## src/rtl/serial_addsub_unit.sv

```systemverilog
// Digit-serial adder/subtractor: processes DIGIT bits per cycle, LSB slice first,
// and publishes sum/difference plus carry, overflow and zero flags all at once.
module serial_addsub_unit #(
  parameter int WIDTH = 16,
  parameter int DIGIT = 4
) (
  input  logic             clk,
  input  logic             rst_n,
  input  logic             start,
  input  logic             mode,
  input  logic [WIDTH-1:0] a,
  input  logic [WIDTH-1:0] b,
  input  logic             cin,
  output logic             busy,
  output logic             done,
  output logic [WIDTH-1:0] s,
  output logic             cout,
  output logic             ovf,
  output logic             zero
);

  localparam int N     = WIDTH / DIGIT;
  localparam int CNT_W = (N > 1) ? $clog2(N) : 1;

  if (WIDTH < 2 || (WIDTH % DIGIT) != 0) begin : g_bad_params
    $error("serial_addsub_unit: WIDTH must be >= 2 and a multiple of DIGIT");
  end

  typedef enum logic [1:0] {IDLE, RUN, DONE} state_t;

  state_t             state, state_nxt;
  logic [CNT_W-1:0]   cnt;
  logic               carry;
  logic               mode_q;
  logic               a_msb, b_msb;
  logic [WIDTH-1:0]   a_sh, b_sh, res_sh;
  logic [DIGIT:0]     slice;
  logic [WIDTH-1:0]   res_nxt;
  logic               accept;
  logic               last;

  // One DIGIT-wide ripple slice; returns {carry/borrow out, result digit}.
  function automatic logic [DIGIT:0] slice_op(input logic [DIGIT-1:0] x,
                                              input logic [DIGIT-1:0] y,
                                              input logic             c_in,
                                              input logic             sub);
    logic             c;
    logic [DIGIT-1:0] d;
    c = c_in;
    d = '0;
    for (int i = 0; i < DIGIT; i++) begin
      d[i] = x[i] ^ y[i] ^ c;
      if (sub) c = (~x[i] & y[i]) | (c & ~(x[i] ^ y[i]));
      else     c = (x[i] & y[i]) | (c & (x[i] ^ y[i]));
    end
    return {c, d};
  endfunction

  function automatic logic overflow(input logic sub, input logic am,
                                    input logic bm, input logic sm);
    if (sub) return (am != bm) && (sm != am);
    else     return (am == bm) && (sm != am);
  endfunction

  assign accept = (state == IDLE) && start;
  assign last   = (cnt == CNT_W'(N - 1));
  assign busy   = (state == RUN);
  assign done   = (state == DONE);

  always_comb begin
    slice   = slice_op(a_sh[DIGIT-1:0], b_sh[DIGIT-1:0], carry, mode_q);
    res_nxt = res_sh >> DIGIT;
    res_nxt[WIDTH-1 -: DIGIT] = slice[DIGIT-1:0];
  end

  always_comb begin
    state_nxt = state;
    case (state)
      IDLE:    if (start) state_nxt = RUN;
      RUN:     if (last)  state_nxt = DONE;
      DONE:    state_nxt = IDLE;
      default: state_nxt = IDLE;
    endcase
  end

  always_ff @(posedge clk or negedge rst_n) begin
    if (!rst_n) begin
      state  <= IDLE;
      cnt    <= '0;
      carry  <= 1'b0;
      mode_q <= 1'b0;
    end else begin
      state <= state_nxt;
      if (accept) begin
        cnt    <= '0;
        carry  <= cin;
        mode_q <= mode;
      end else if (state == RUN) begin
        cnt   <= cnt + CNT_W'(1);
        carry <= slice[DIGIT];
      end
    end
  end

  // Operand/partial-result shifters: every bit is rewritten before it is used,
  // so they carry no reset.
  always_ff @(posedge clk) begin
    if (accept) begin
      a_sh  <= a;
      b_sh  <= b;
      a_msb <= a[WIDTH-1];
      b_msb <= b[WIDTH-1];
    end else if (state == RUN) begin
      a_sh   <= a_sh >> DIGIT;
      b_sh   <= b_sh >> DIGIT;
      res_sh <= res_nxt;
    end
  end

  // Visible results update only on the final digit edge.
  always_ff @(posedge clk or negedge rst_n) begin
    if (!rst_n) begin
      s    <= '0;
      cout <= 1'b0;
      ovf  <= 1'b0;
      zero <= 1'b0;
    end else if ((state == RUN) && last) begin
      s    <= res_nxt;
      cout <= slice[DIGIT];
      ovf  <= overflow(mode_q, a_msb, b_msb, res_nxt[WIDTH-1]);
      zero <= (res_nxt == '0);
    end
  end

endmodule

```

## config.mk

```make
export PLATFORM = sky130hd
export DESIGN_NAME = serial_addsub_unit
export DESIGN_NICKNAME = d
export VERILOG_FILES = /design/src/rtl/serial_addsub_unit.sv
export SDC_FILE = /design/constraint.sdc
export NUM_CORES = 1
export LEC_CHECK = 0
export ABC_AREA = 1
export BUFFER_PORTS_ARGS = -buffer_cell sky130_fd_sc_hd__buf_2
export CAP_MARGIN = 10
export CORE_ASPECT_RATIO = 2
export CORE_MARGIN = 2
export CORE_UTILIZATION = 45
export DETAILED_ROUTE_END_ITERATION = 12
export HOLD_SLACK_MARGIN = 0.02
export PLACE_DENSITY = 0.7
export SLEW_MARGIN = 20
export SYNTH_ARGS = -nofsm -noshare
export SYNTH_HDL_FRONTEND = slang
export SYNTH_SLANG_ARGS = --single-unit
```

## constraint.sdc

```tcl
create_clock -name clk -period 3.8 [get_ports clk]
set_input_delay 0.76 -clock clk [delete_from_list [all_inputs] [get_ports clk]]
set_output_delay 0.76 -clock clk [all_outputs]
set_load 0.02 [all_outputs]
```

# --- Word-level counts from Yosys, hierarchy flattened ---
# Index checks and enable logic that the tools add are counted.
totals:
  ff_bits: 75
  in_bits: 37
  output_inout_bits: 21
  wordCells: 88
classes:
  n_addsub: 1
  n_eq_ne: 8
  muxes: 16
  n_bitwise: 41
  reduce_logical: 9
ops:
  columns: ["op", "count"]
  rows:
  - ["$mux W16", 4]
  - ["$and A1 B1 Y1", 16]
  - ["$logic_not A16 Y1", 1]
  - ["$not A1 Y1", 9]
  - ["$mux W2", 4]
  - ["$or A1 B1 Y1", 8]
  - ["$xor A1 B1 Y1", 8]
  - ["$mux W1", 7]
  - ["$eq A2 B2 Y1 const B", 2]
  - ["$logic_and A1 B1 Y1", 4]
  - ["$pmux W2 S2", 1]
  - ["$reduce_and A2 Y1", 2]
  - ["$add A2 B1 Y2 const B", 1]
  - ["$eq A2 B1 Y1 const B", 1]
  - ["$logic_not A2 Y1", 1]
  - ["$ne A1 B1 Y1", 2]
  - ["$ne A2 B1 Y1 const B", 1]
  - ["$ne A2 B2 Y1 const B", 1]
  - ["$reduce_bool A2 Y1", 1]
  - ["$eq A1 B1 Y1", 1]

# --- Logic depth before layout (Yosys ltp) ---
depth:
  depth_word: 16
  ltp_mapped: 13

# --- Worst setup path after synthesis ---
# Ideal clock, no wire load.
synth_timing:
  kind: "reg2reg"
  start: "register carry"
  end: "register zero"
  setup_time_ns: 0.065
  t_arrival_ns: 2.793
  setup_slack_ns: 0.942
  path_stages_with_launch: 13
  synth_period_minus_slack_ns: 2.858
  cell_sequence: "dfrtp_1 fa_1 mux2i_1 fa_1 mux2i_1 fa_1 mux2i_1 fa_1 nor2_1 nand2_1 nor2_1 nand3_1 nand2_1"
synth_between:
  elab_chain_cells: 11
  elab_cells_between_ends: 20
  classes_between: "3 x mux; 16 x bitwise; 1 x reduce/logical"
synth_lines:
  columns: ["item", "line", "rtl"]
  rows:
  - ["start, declared", "33", "logic carry;"]
  - ["start signal, assigned", "96", "carry <= cin;"]
  - ["start signal, assigned", "100", "carry <= slice[DIGIT];"]
  - ["$and A1 B1 Y1 (on tied branches)", "54, 53", null]
  - ["$or A1 B1 Y1 (on tied branches)", "54, 53", null]
  - ["$mux W1 (*)", "53", "if (sub) c = (~x[i] & y[i]) | (c & ~(x[i] ^ y[i]));"]
  - ["$and A1 B1 Y1 (on tied branches)", "54, 53", null]
  - ["$or A1 B1 Y1 (on tied branches)", "54, 53", null]
  - ["$mux W1 (*)", "53", null]
  - ["$and A1 B1 Y1 (on tied branches)", "54, 53", null]
  - ["$or A1 B1 Y1 (on tied branches)", "54, 53", null]
  - ["$mux W1 (*)", "53", null]
  - ["$xor A1 B1 Y1 (*)", "52", "d[i] = x[i] ^ y[i] ^ c;"]
  - ["net res_nxt[15]", "38", "logic [WIDTH-1:0] res_nxt;"]
  - ["$logic_not A16 Y1 (*)", "131", "zero <= (res_nxt == '0);"]
  - ["end signal, assigned", "131", null]
  - ["end, declared", "19", "output logic zero"]
# The timed path passes the listed nets; every way through them passes the cells marked *.
# A chain may end at the register's enable or synchronous reset.

# --- Worst setup path in the final report ---
# Ends and elaborated chain as after synthesis.

==> impl_metrics.csv <==
group,metric,value,unit
logic_synthesis,synth_cell_type_count,22,
pwr,p_per_area,965,nW/um^2
clock_tree,postCtsSetupRepairBufs,0,
placement,port_buffers,57,
setup_path,cpPeakStageDelay,530,ps
clock_tree,cts.clk_slew.worst_paths,50,ps
sta,tns,0,ps
worst_hold_path,hold_class,"in -> async",
floorplanning,initial_core_util,46.8,%
setup_path,crit_type,"reg -> reg",
setup_path,cp.arrival,3450,ps
outcome,status,"finished clean",
logic_synthesis,async_flop_share,35.2,%
clock_tree,cts_resized,0,
sta,hold_viol,0,
global_route,antenna_found_initial,0,
floorplanning,fp.coreArea,6620,um^2
sta,max_slew_margin,55.9,%
pwr,vdd_ir_drop_max,0.499,mV
logic_synthesis,synthCells,292,
logic_synthesis,yosys_warnings,0,
clock_tree,h-tree-depth,3,
sta,min_period_over_period,83.7,%
route,final_antenna_net_count,0,
logic_synthesis,synthFlopType,"edfxtp_1",
finish,drive_gt1_share,23.2,%
global_route,grt.total_usage,17.0,%
floorplanning,dieHeight,121,um
logic_synthesis,synthesis.nets,338,
route,vias,2077,
sta,setup_viol,0,
logic_synthesis,synth_enable_flop_cells,46,
setup_path,path_cells,"fa_1 > mux2i_1 > fa_1 > mux2i_1 > fa_1 > mux2i_1 > fa_1 > nor2_1 > nand2_1 > nor2_1 > nand3_1 > nand2_1",
global_route,grt_pass1_wl,9640,um
pwr,leakage,1.85,nW
finish,area_growth,20.0,%
floorplanning,die_x,62.7,um
logic_synthesis,synth_area_leader_cell,"edfxtp_1",
clock_tree,cts_root_buffer,"clkbuf_16",
setup_path,setup.worst_path.end_class,"register",
clock_tree,ctsHoldBuffers,0,
logic_synthesis,syn_area_per_cell,10.6,um^2
logic_synthesis,ys_seq_area_share,64.7,%
floorplanning,dieArea,7610,um^2
sta,hold_ws,416,ps
route,drt_wl_total,5670,um
placement,hpwl,3810,um
global_route,grt_pass1_vias,2093,
logic_synthesis,yosys_register_bits,71,
setup_path,crit_top_cell,"fa_1",
sta,slew_viol_final,0,
route,drc,0,
setup_path,cp_max_fo,4,
clock_tree,cts.sink_count,71,
sta,rsz0062_at_grt,"no",
route,wire_per_inst,12.8,um
floorplanning,io_pins,58,
route,drt_iter0_markers,104,
sta,clock_skew,3.91,ps
setup_path,cp_slowest_cell,"fa_1",
clock_tree,cts_tree,"built",
sta,period_needed,3180,ps
floorplanning,num_rows,42,
clock_tree,clock_latency,340,ps
logic_synthesis,synth_area_leaders,"edfxtp_1 (45%), dfrtp_1 (20%), nand2_1 (17%), fa_1 (5.2%), inv_1 (2.9%)",
placement,gp_congestion,0.800,
finish,antennaDiodeCount,0,
route,via_per_inst,4.67,
global_route,grt-ovfl-total,0,
sta,max_freq,315,MHz
finish,num-nets-final,398,
job,drv_cap,0,
setup_path,crit_required,4070,ps
logic_synthesis,yosysTopAreaCellShare,44.5,%
clock_tree,cts_buffers,9,
logic_synthesis,yosys-top-cells-count,"nand2_1 (137), edfxtp_1 (46), dfrtp_1 (25), inv_1 (24), nor2_1 (19)",
route,dr.pass1.iters,5,
logic_synthesis,synth_area,3100,um^2
setup_path,cp-start-kind,"register",
global_route,grt_start_max_net_pins,35,
clock_tree,clk_path_buf_depth,2,
logic_synthesis,synth.most_common_cell,"nand2_1",
sta,worstMarginPinSlew,660,ps
-- area by class of cell --
type	instances	area, um^2
clock buffers	12	246
clock inverters	4	45.0
fillers	607	2900
inverters	28	110
multi-input cells	184	911
flip-flops and latches	71	2010
well taps	88	110
repair buffers	58	293
-- placed cells by master (no fill, tap or decap), drive strengths merged --
cell | Yosys | final
a21boi | 1 | 1
dfrtp | 25 | 25
nand2 | 138 | 138
o21ai | 7 | 7
inv | 28 | 28
clkinv | 0 | 3
mux2i | 3 | 3
ha | 1 | 1
nor2 | 20 | 20
fa | 8 | 8
nand3 | 5 | 5
buf | 9 | 58
bufinv | 0 | 1
edfxtp | 46 | 46
a22o | 1 | 1
clkbuf | 0 | 12
-- power breakdown --
group          switching, mW  internal, mW
combinational          0.810         0.414
sequential             0.202          1.35
clock                  0.300         0.522
total                   1.31          2.28
-- per-layer routing --
metal | vias to the layer above | global-route usage (%) | part of all wire [%]
li1 | 1031 | - | -
met1 | 977 | 19.0 | 40
met2 | 54 | 28.7 | 53
met3 | 15 | 4.64 | 4.6
met4 | 0 | 10.4 | 2.8
met5 | - | 0 | 0
-- metrics by stage --
stage	instance area [um^2]	utilization (%)	setup WS [ps]	power, mW	std cells
5_1_grt	3720	56.2	414	3.87	445
3_5_place_dp	3430	51.8	680	2.79	429
2_1_floorplan	3100	-	942	2.44	292
3_3_place_gp	3430	51.8	815	2.73	429
6_report	3720	56.2	621	3.59	445
4_1_cts	3720	56.2	625	3.64	445
-- flip-flops by register name, summed over array words and instances (netlist names) --
register and flops:
carry 1, b_msb 1, b_sh 16, a_sh 16, ovf 1, mode_q 1
state 2, zero 1, s 16, cout 1, res_sh 12, a_msb 1
cnt 2
-- path summary, 6_finish.rpt --
kind | start | end | slack [ps] | cells after the start
worst max-delay path | carry$_DFFE_PN0P_ | zero$_DFFE_PN0P_ | 620 | 12
worst min-delay path | rst_n | s[6]$_DFFE_PN0P_ | 420 | 1
worst max register to register | carry$_DFFE_PN0P_ | zero$_DFFE_PN0P_ | 620 | 12
worst min register to register | s[1]$_DFFE_PN0P_ | s[1]$_DFFE_PN0P_ | 480 | 2
max in group asynchronous | rst_n | s[0]$_DFFE_PN0P_ | 3000 | 1
min in group clk | s[1]$_DFFE_PN0P_ | s[1]$_DFFE_PN0P_ | 480 | 2
-- kinds of logic (layout without fill, tap and decap cells) --
kind of cell    Yosys count  count (layout)  share of synthesized area, %
compound gates            9               9                          2.02
fa+ha+maj                 9               9                          5.57
buf+inv                  37             102                          5.93
flops                    71              71                          64.7
mux                       3               3                         0.968
simple gates            163             163                          20.8
-- critical path, delay by kind of cell (launching register included) --
| kind | cells | cell delay [ps] |
|---|---|---|
| adders and majority gates | 4 | 1590 |
| DFF | 1 | 430 |
| muxes | 3 | 690 |
| and+or+nand+nor | 5 | 400 |
(Power assumes the default switching activity.)
